<file path="src/rtl/pdm_modulator.sv">
// PCM-to-PDM converter: 2-deep sample FIFO feeding a saturating
// second-order sigma-delta modulator.
module pdm_modulator #(
  parameter int W = 16
) (
  input  logic         clk,
  input  logic         reset,
  input  logic         en_bit,
  input  logic         en_pcm,
  input  logic [W-1:0] pcm_in,
  input  logic         pcm_valid,
  output logic         pcm_ready,
  input  logic         clr_underflow,
  output logic         pdm_out,
  output logic         underflow
);

  logic [W-1:0]        mem_q [2];
  logic                wp_q, wp_d;
  logic                rp_q, rp_d;
  logic [1:0]          cnt_q, cnt_d;
  logic [W-1:0]        cur_q, cur_d;
  logic                und_q, und_d;
  logic signed [W+3:0] acc1_q, acc1_d;
  logic signed [W+7:0] acc2_q, acc2_d;
  logic                pdm_q, pdm_d;

  logic                full, empty, push, pop;
  logic signed [W+5:0] fb1, sum1;
  logic signed [W+9:0] fb2, sum2;
  logic signed [W+3:0] acc1n;
  logic signed [W+7:0] acc2n;

  assign full  = (cnt_q == 2'd2);
  assign empty = (cnt_q == 2'd0);
  assign push  = pcm_valid & ~full;
  assign pop   = en_pcm & ~empty;

  assign pcm_ready = ~full;
  assign pdm_out   = pdm_q;
  assign underflow = und_q;

  always_comb begin
    wp_d  = wp_q;
    rp_d  = rp_q;
    cnt_d = cnt_q + 2'(push) - 2'(pop);
    cur_d = cur_q;
    und_d = und_q;
    if (push) wp_d = ~wp_q;
    if (pop) begin
      rp_d  = ~rp_q;
      cur_d = mem_q[rp_q];
    end
    if (clr_underflow) und_d = 1'b0;
    // a starved pop wins over a coincident clear
    if (en_pcm && empty) und_d = 1'b1;
  end

  always_comb begin
    fb1 = pdm_q ? {{6{1'b0}}, 1'b1, {(W-1){1'b0}}}
                : {{7{1'b1}}, {(W-1){1'b0}}};
    fb2 = {{4{fb1[W+5]}}, fb1};
    sum1 = {{2{acc1_q[W+3]}}, acc1_q}
         + {{6{cur_q[W-1]}}, cur_q}
         - fb1;
    if (sum1[W+5:W+3] == 3'b000 || sum1[W+5:W+3] == 3'b111)
      acc1n = sum1[W+3:0];
    else
      acc1n = sum1[W+5] ? {1'b1, {(W+3){1'b0}}}
                        : {1'b0, {(W+3){1'b1}}};
    sum2 = {{2{acc2_q[W+7]}}, acc2_q}
         + {{6{acc1n[W+3]}}, acc1n}
         - fb2;
    if (sum2[W+9:W+7] == 3'b000 || sum2[W+9:W+7] == 3'b111)
      acc2n = sum2[W+7:0];
    else
      acc2n = sum2[W+9] ? {1'b1, {(W+7){1'b0}}}
                        : {1'b0, {(W+7){1'b1}}};
  end

  always_comb begin
    acc1_d = acc1_q;
    acc2_d = acc2_q;
    pdm_d  = pdm_q;
    if (en_bit) begin
      acc1_d = acc1n;
      acc2_d = acc2n;
      pdm_d  = ~acc2n[W+7];
    end
  end

  always_ff @(posedge clk or posedge reset) begin
    if (reset) begin
      mem_q[0] <= '0;
      mem_q[1] <= '0;
      wp_q     <= 1'b0;
      rp_q     <= 1'b0;
      cnt_q    <= 2'd0;
      cur_q    <= '0;
      und_q    <= 1'b0;
      acc1_q   <= '0;
      acc2_q   <= '0;
      pdm_q    <= 1'b0;
    end else begin
      if (push) mem_q[wp_q] <= pcm_in;
      wp_q   <= wp_d;
      rp_q   <= rp_d;
      cnt_q  <= cnt_d;
      cur_q  <= cur_d;
      und_q  <= und_d;
      acc1_q <= acc1_d;
      acc2_q <= acc2_d;
      pdm_q  <= pdm_d;
    end
  end

endmodule

</file>
<file path="config.mk">
export PLATFORM = sky130hd
export DESIGN_NAME = pdm_modulator
export DESIGN_NICKNAME = d
export VERILOG_FILES = /design/src/rtl/pdm_modulator.sv
export SDC_FILE = /design/constraint.sdc
export NUM_CORES = 1
export LEC_CHECK = 0
export ABC_AREA = 1
export CELL_PAD_IN_SITES_DETAIL_PLACEMENT = 1
export CELL_PAD_IN_SITES_GLOBAL_PLACEMENT = 1
export CORE_UTILIZATION = 51
export DETAILED_ROUTE_END_ITERATION = 10
export GPL_TIMING_DRIVEN = 0
export PLACE_DENSITY = 0.87
export SYNTH_ARGS = -nofsm -noshare
export SYNTH_HDL_FRONTEND = slang
export SYNTH_SLANG_ARGS = --single-unit
</file>
<file path="constraint.sdc">
create_clock -name clk -period 15.9 [get_ports clk]
set_clock_uncertainty 0.1 [all_clocks]
set_input_delay 2.385 -clock clk [delete_from_list [all_inputs] [get_ports clk]]
set_output_delay 2.385 -clock clk [all_outputs]
set_load 0.1 [all_outputs]
</file>
==> results.sh <==
export IMPL_syn2layout_area_growth_pct=10.71
export IMPL_clk_pin_slew_ns=0.08
export IMPL_die_x_um=122.4
export IMPL_slowest_delay_ns=0.46
export IMPL_num_rows=43
export IMPL_dieArea_um2=14990
export IMPL_drt_pass1_iterations=5
export IMPL_syn_cell_area_um2=7398
export IMPL_root_buffer="clkbuf_16"
export IMPL_fillCellCount=1757
export IMPL_syn_inst=962
export IMPL_drive_gt1_share_pct=9.681
export IMPL_whs_path_depth=2
export IMPL_start_util_pct=52.69
export IMPL_dr_total_vias=6314
export IMPL_io_buffers=23
export IMPL_crit_top_cell="nand2_1"
export IMPL_min_from="wp_q"
export IMPL_reg2reg_setup_slack_ns=9.03
export IMPL_ys_ff_latch=98
export IMPL_insertion_delay_ns=0.37
export IMPL_rsz0062_at_grt="no"
export IMPL_first_global_vias=6955
export IMPL_detail_route_wl_per_cell_um=17.03
export IMPL_ys_seq_area_share_pct=33.15
export IMPL_status="finished clean"
export IMPL_h_tree_depth=3
export IMPL_grt_util_all_layers_pct=29.78
export IMPL_hpwl_um=15230
export IMPL_wirelength_um=20130
export IMPL_endpoint_kind="register"
export IMPL_post_cts_setup_buffers=0
export IMPL_slew_violations=0
export IMPL_ant_nets=0
export IMPL_slew_limit_headroom_pct=35.14
export IMPL_via_per_inst=5.342
export IMPL_cp_max_fo=10
export IMPL_holdBufCountCts=0
export IMPL_tightest_slew_ns=0.9699
export IMPL_r2r_cells=32
export IMPL_fin_nets=1097
export IMPL_clk_path_buf_depth=2
export IMPL_grt_ovfl_total=0
export IMPL_hold_end="wp_q"
export IMPL_critPathKind="reg2reg"
export IMPL_finalWorstPathRequiredPeriod_ns=6.875
export IMPL_grt_pass1_wl_um=34130
export IMPL_finalHoldViolations=0
export IMPL_antenna_found_initial=0
export IMPL_crit_arrival_ns=7.06
export IMPL_finalCritPeriodShare_pct=43.24
export IMPL_whs_ns=0.3747
export IMPL_cts_buffers=9
export IMPL_ys_warn_count=0
export IMPL_chipHeight_um=122.4
export IMPL_drt_iter0_markers=238
export IMPL_cts_resized=0
export IMPL_core_area_um2=14040
export IMPL_drc_errors=0
export IMPL_syn_area_per_cell_um2=7.691
export IMPL_final_setup_viol_count=0
export IMPL_r2r_end="acc2_q[17]"
export IMPL_synth_edf_count=0
export IMPL_globalplace_congestion=0.8773
export IMPL_worstPathRequired_ns=16.09
export IMPL_reg2reg_from="cur_q[0]"
export IMPL_max_cap_viol_count=0
export IMPL_cts_tree="built"
export IMPL_hold_class="reg2reg"
export IMPL_setup_tns_ns=0
export IMPL_cts_sinks=98
export IMPL_syn_num_nets=1062
export IMPL_max_freq_mhz=145.5
export IMPL_slowest_stage="fa_1"
export IMPL_async_reset_ff_share_pct=100.0
export IMPL_grt_start_max_net_pins=56
export IMPL_n_antenna_cell=0
export IMPL_synth_cell_types=40
export IMPL_critPathLaunchType="register"
export IMPL_synth_ff_type="dfrtp_1"
export IMPL_ioPinCount=25
## cells by family (layout without fill, tap and decap cells)
family / after synthesis / in the layout / share of synthesized area [%]
and+or+nand+nor: 425 / 425 / 24.27
AOI/OAI and AO/OA: 150 / 150 / 12.63
adders and majority gates: 78 / 78 / 14.21
muxes: 10 / 10 / 1.522
buffers and inverters: 160 / 200 / 9.369
DFF: 98 / 98 / 33.15
xor gates and xnor gates: 41 / 41 / 4.854
## metrics by stage
step	instance area [µm²]	setup WS, ns	instances	util [%]
floorplan	7398	10.24	962	-
CTS	8190	8.990	1182	58.33
finish	8190	9.025	1182	58.33
global placement	7854	9.218	1165	55.93
global route	8190	8.488	1182	58.33
detailed placement	7884	9.063	1166	56.14
## worst max-delay path by stage
stage,start,to,slack (ns),depth (start not counted)
floorplan,cur_q[0],acc2_q[10],10.24,31
global placement,cur_q[0],acc2_q[3],9.22,31
detailed placement,cur_q[0],acc2_q[17],9.06,32
CTS,cur_q[0],acc2_q[18],8.99,32
global route,cur_q[0],acc2_q[10],8.49,35
finish,cur_q[0],acc2_q[17],9.03,32
## area by class of cell
| type | count | area [µm²] | area share, % |
|---|---|---|---|
| clock buffers | 9 | 225.2 | 2.750 |
| inverters | 135 | 509.2 | 6.218 |
| flip-flops and latches | 98 | 2452 | 29.94 |
| clock inverters | 7 | 81.33 | 0.9930 |
| multi-input cells | 704 | 4253 | 51.92 |
| well taps | 180 | 225.2 | 2.750 |
| plain buffers | 25 | 186.4 | 2.276 |
| repair buffers | 24 | 257.7 | 3.147 |
## state kept, by name (all words and copies together) (netlist names)
| signal | cells |
|---|---|
| acc2_q | 24 |
| cnt_q | 2 |
| mem_q | 32 |
| pdm_out | 1 |
| wp_q | 1 |
| underflow | 1 |
| acc1_q | 20 |
| cur_q | 16 |
| rp_q | 1 |
## cells in the mapped netlist, types with 2 or more instances
library cell  count  area [µm²]
nand3_2           4       40.04
clkbuf_1         11       41.29
buf_6             9       101.4
inv_1           133       499.2
a21oi_1          45       225.2
mux2_2           10       112.6
nand2_1         272        1021
nor3_1            7       35.03
nand2_4           6       67.56
a21oi_2          21       183.9
nand4_1           6       37.54
nand3_1          24       120.1
dfrtp_1          98        2452
buf_1             2       7.510
o21bai_1          5       37.54
nand2_2          23       143.9
xnor2_1          15       131.4
nor2_1           77       289.0
xor2_1           26       227.7
ha_1             68       850.8
a31oi_1          21       131.4
a21o_1            5       37.54
fa_1             10       200.2
o21ai_0          32       160.2
o21a_1           17       127.6
## critical path, delay by kind of cell, from the launching register on
family / cells / cell delay [ns]
AOI/OAI and AO/OA: 11 / 2.16
adders and majority gates: 5 / 1.91
buffers and inverters: 4 / 0.74
and+or+nand+nor: 11 / 1.25
xor gates and xnor gates: 1 / 0.21
DFF: 1 / 0.40
## cells in the final DEF (no fill, tap or decap), types with 10 or more instances in the layout
cell,count
xnor2_1,15
nand2_2,23
nor2_1,77
clkbuf_1,11
o21a_1,17
a21oi_1,45
a21oi_2,21
clkdlybuf4s50_1,23
fa_1,10
xor2_1,26
ha_1,68
dfrtp_1,98
inv_1,132
o21ai_0,32
mux2_2,10
nand2_1,272
a31oi_1,21
nand3_1,24
## per-layer routing
layer | part of all wire, % | track usage (%)
met5 | 0 | 0
met1 | 44 | 36.26
met4 | 1.3 | 7.165
met3 | 1.9 | 4.507
met2 | 53 | 54.63
Power is not shown: default switching activity piles up to over one toggle a cycle in this logic, so the estimate is an artifact.
==> patch (same flow settings) <==
The parameter `W` goes from 16 to 32.
--- a/src/rtl/pdm_modulator.sv
+++ b/src/rtl/pdm_modulator.sv
@@ -2,5 +2,5 @@
 // second-order sigma-delta modulator.
 module pdm_modulator #(
-  parameter int W = 16
+  parameter int W = 32
 ) (
   input  logic         clk,
Ports: changed (resized pcm_in); port bits go from 25 to 41. The function was not compared with the original's and may differ.
==> patch against the original RTL <==
- design area grew 81%
- critical path depth grew 4
- worst setup slack lost 0.82 ns
- cell count grew 90%
- sequential cell count grew 80
- synthesized area grew 81%
- routed wire length grew 110%
- sequential share of layout area grew 0.060 points
- largest cell class unchanged
Power is not shown: default switching activity piles up to over one toggle a cycle in this logic, so the estimate is an artifact.
==> patch: results <==
metrics = {
    "outcome": {
        "outcome": "finished, final reports clean",
    },
    "placement": {
        "dpl.hpwl_um": 32280,
        "gp_congestion": 0.9281,
        "io_buffers": 40,
    },
    "setup_path": {
        "crit-reg2reg-launch": "cur_q[0]$_DFFE_PP0P_",
        "cp_slowest_stage_delay_ns": 0.52,
        "crit_fanout": 10,
        "cp_top_family": "compound AO/OA/AOI/OAI gates",
        "r2r_cells": 36,
        "cp_slowest_cell": "o21ai_0",
        "rr_endpoint": "acc2_q[13]$_DFFE_PP0P_",
        "cp.arrival_ns": 7.90,
        "rrSetupSlack_ns": 8.21,
    },
    "logic_synthesis": {
        "synth.top_cells.by_count": "453 x nand2_1, 275 x inv_1, 207 x nor2_1",
        "async_flop_share": 1.000,
        "yosysUniqueCellTypes": 49,
        "synth_fp_nets": 2006,
        "yosysWarnings": 0,
        "synth_area_leaders": "dfrtp_1 33%, nand2_1 13%, ha_1 11%",
        "synth_seq_area_share": 0.3327,
    },
    "grt": {
        "antenna_found_initial": 0,
        "track_usage": 0.3356,
        "grt_max_degree": 96,
        "grt_pass1_wl_um": 70160,
        "grt_pass1_vias": 13450,
    },
    "cts": {
        "post_cts_resized": 0,
        "h-tree-depth": 4,
        "clock_latency_ns": 0.45,
        "ctsLongestPathBuffers": 2,
        "cts_setup_buffers": 0,
        "cts-root-buf": "clkbuf_16",
        "cts_made_buffers": 17,
        "path_clk_slew_ns": 0.09,
    },
    "min_path": {
        "hold_depth": 2,
        "hold_start": "mem_q[7]$_DFFE_PP0P_",
        "hold_end": "mem_q[7]$_DFFE_PP0P_",
        "min_path_type": "reg -> reg",
    },
    "timing": {
        "maxSlewHeadroom": 0.3441,
    },
    "routing": {
        "vias_per_cell": 5.652,
        "drt_iter0_markers": 880,
        "routed_wl_um": 43030,
        "first_pass_iters": 5,
    },
    "finish": {
        "post_route_cells_drive_above_1_share": 0.06789,
        "largest_registers": "mem_q (64), acc2_q (40), acc1_q (36)",
        "fin_nets": 2066,
        "diodes": 0,
    },
}
[patch: worst max-delay path by stage]
stage / end / slack (ns) / startpoint
final: acc2_q[13]$_DFFE_PP0P_ / 8.21 / cur_q[0]$_DFFE_PP0P_
after global routing: acc2_q[13]$_DFFE_PP0P_ / 7.54 / cur_q[0]$_DFFE_PP0P_
after CTS: acc2_q[13]$_DFFE_PP0P_ / 8.30 / cur_q[0]$_DFFE_PP0P_
after detailed placement: acc2_q[4]$_DFFE_PP0P_ / 8.46 / cur_q[0]$_DFFE_PP0P_
after global placement: acc2_q[1]$_DFFE_PP0P_ / 6.00 / reset
after floorplan: acc1_q[0]$_DFFE_PP0P_ / 8.58 / reset
[patch: routing by layer]
metal	GRT usage	routed length (um)	up-vias	part of all wire
met2	0.5896	21210	291	0.49
met1	0.4368	19190	6319	0.45
met3	0.03207	1690	62	0.039
met5	0	0	-	0
met4	0.09638	930	0	0.022
li1	-	-	6016	-
[patch: kinds of logic after synthesis]
group | Yosys count | share of synthesized area
flops | 178 | 0.3327
buf+inv | 337 | 0.1013
compound gates | 350 | 0.1548
xor+xnor | 70 | 0.04636
fa+ha+maj | 126 | 0.1234
simple gates | 781 | 0.2415
[patch: cell type report]
cell class,count,area [sq um]
clock buffers,17,425.4
plain buffers,58,309.0
repair buffers,41,427.9
fillers,3315,10630
flip-flops and latches,178,4454
clock inverters,15,185.2
well taps,330,412.9
inverters,279,1055
multi-input cells,1327,7577
[patch: tightest hold or removal path: cells and delay by family (launching register included)]
kind,cells,cell delay [ns]
AOI/OAI and AO/OA,1,0.06
DFF,1,0.36
and+or+nand+nor,1,0.05
[patch: through the flow]
stage	std cells	setup WS (ns)	instance area, sq um	hold WS [ns]	util
2_1_floorplan	1842	8.585	13390	0.3528	-
3_3_place_gp	2212	5.999	14200	0.3668	0.5575
3_5_place_dp	2213	8.458	14240	0.3786	0.5589
4_1_cts	2245	8.299	14850	0.4004	0.5829
5_1_grt	2245	7.538	14850	0.4150	0.5829
6_report	2245	8.210	14850	0.3994	0.5829
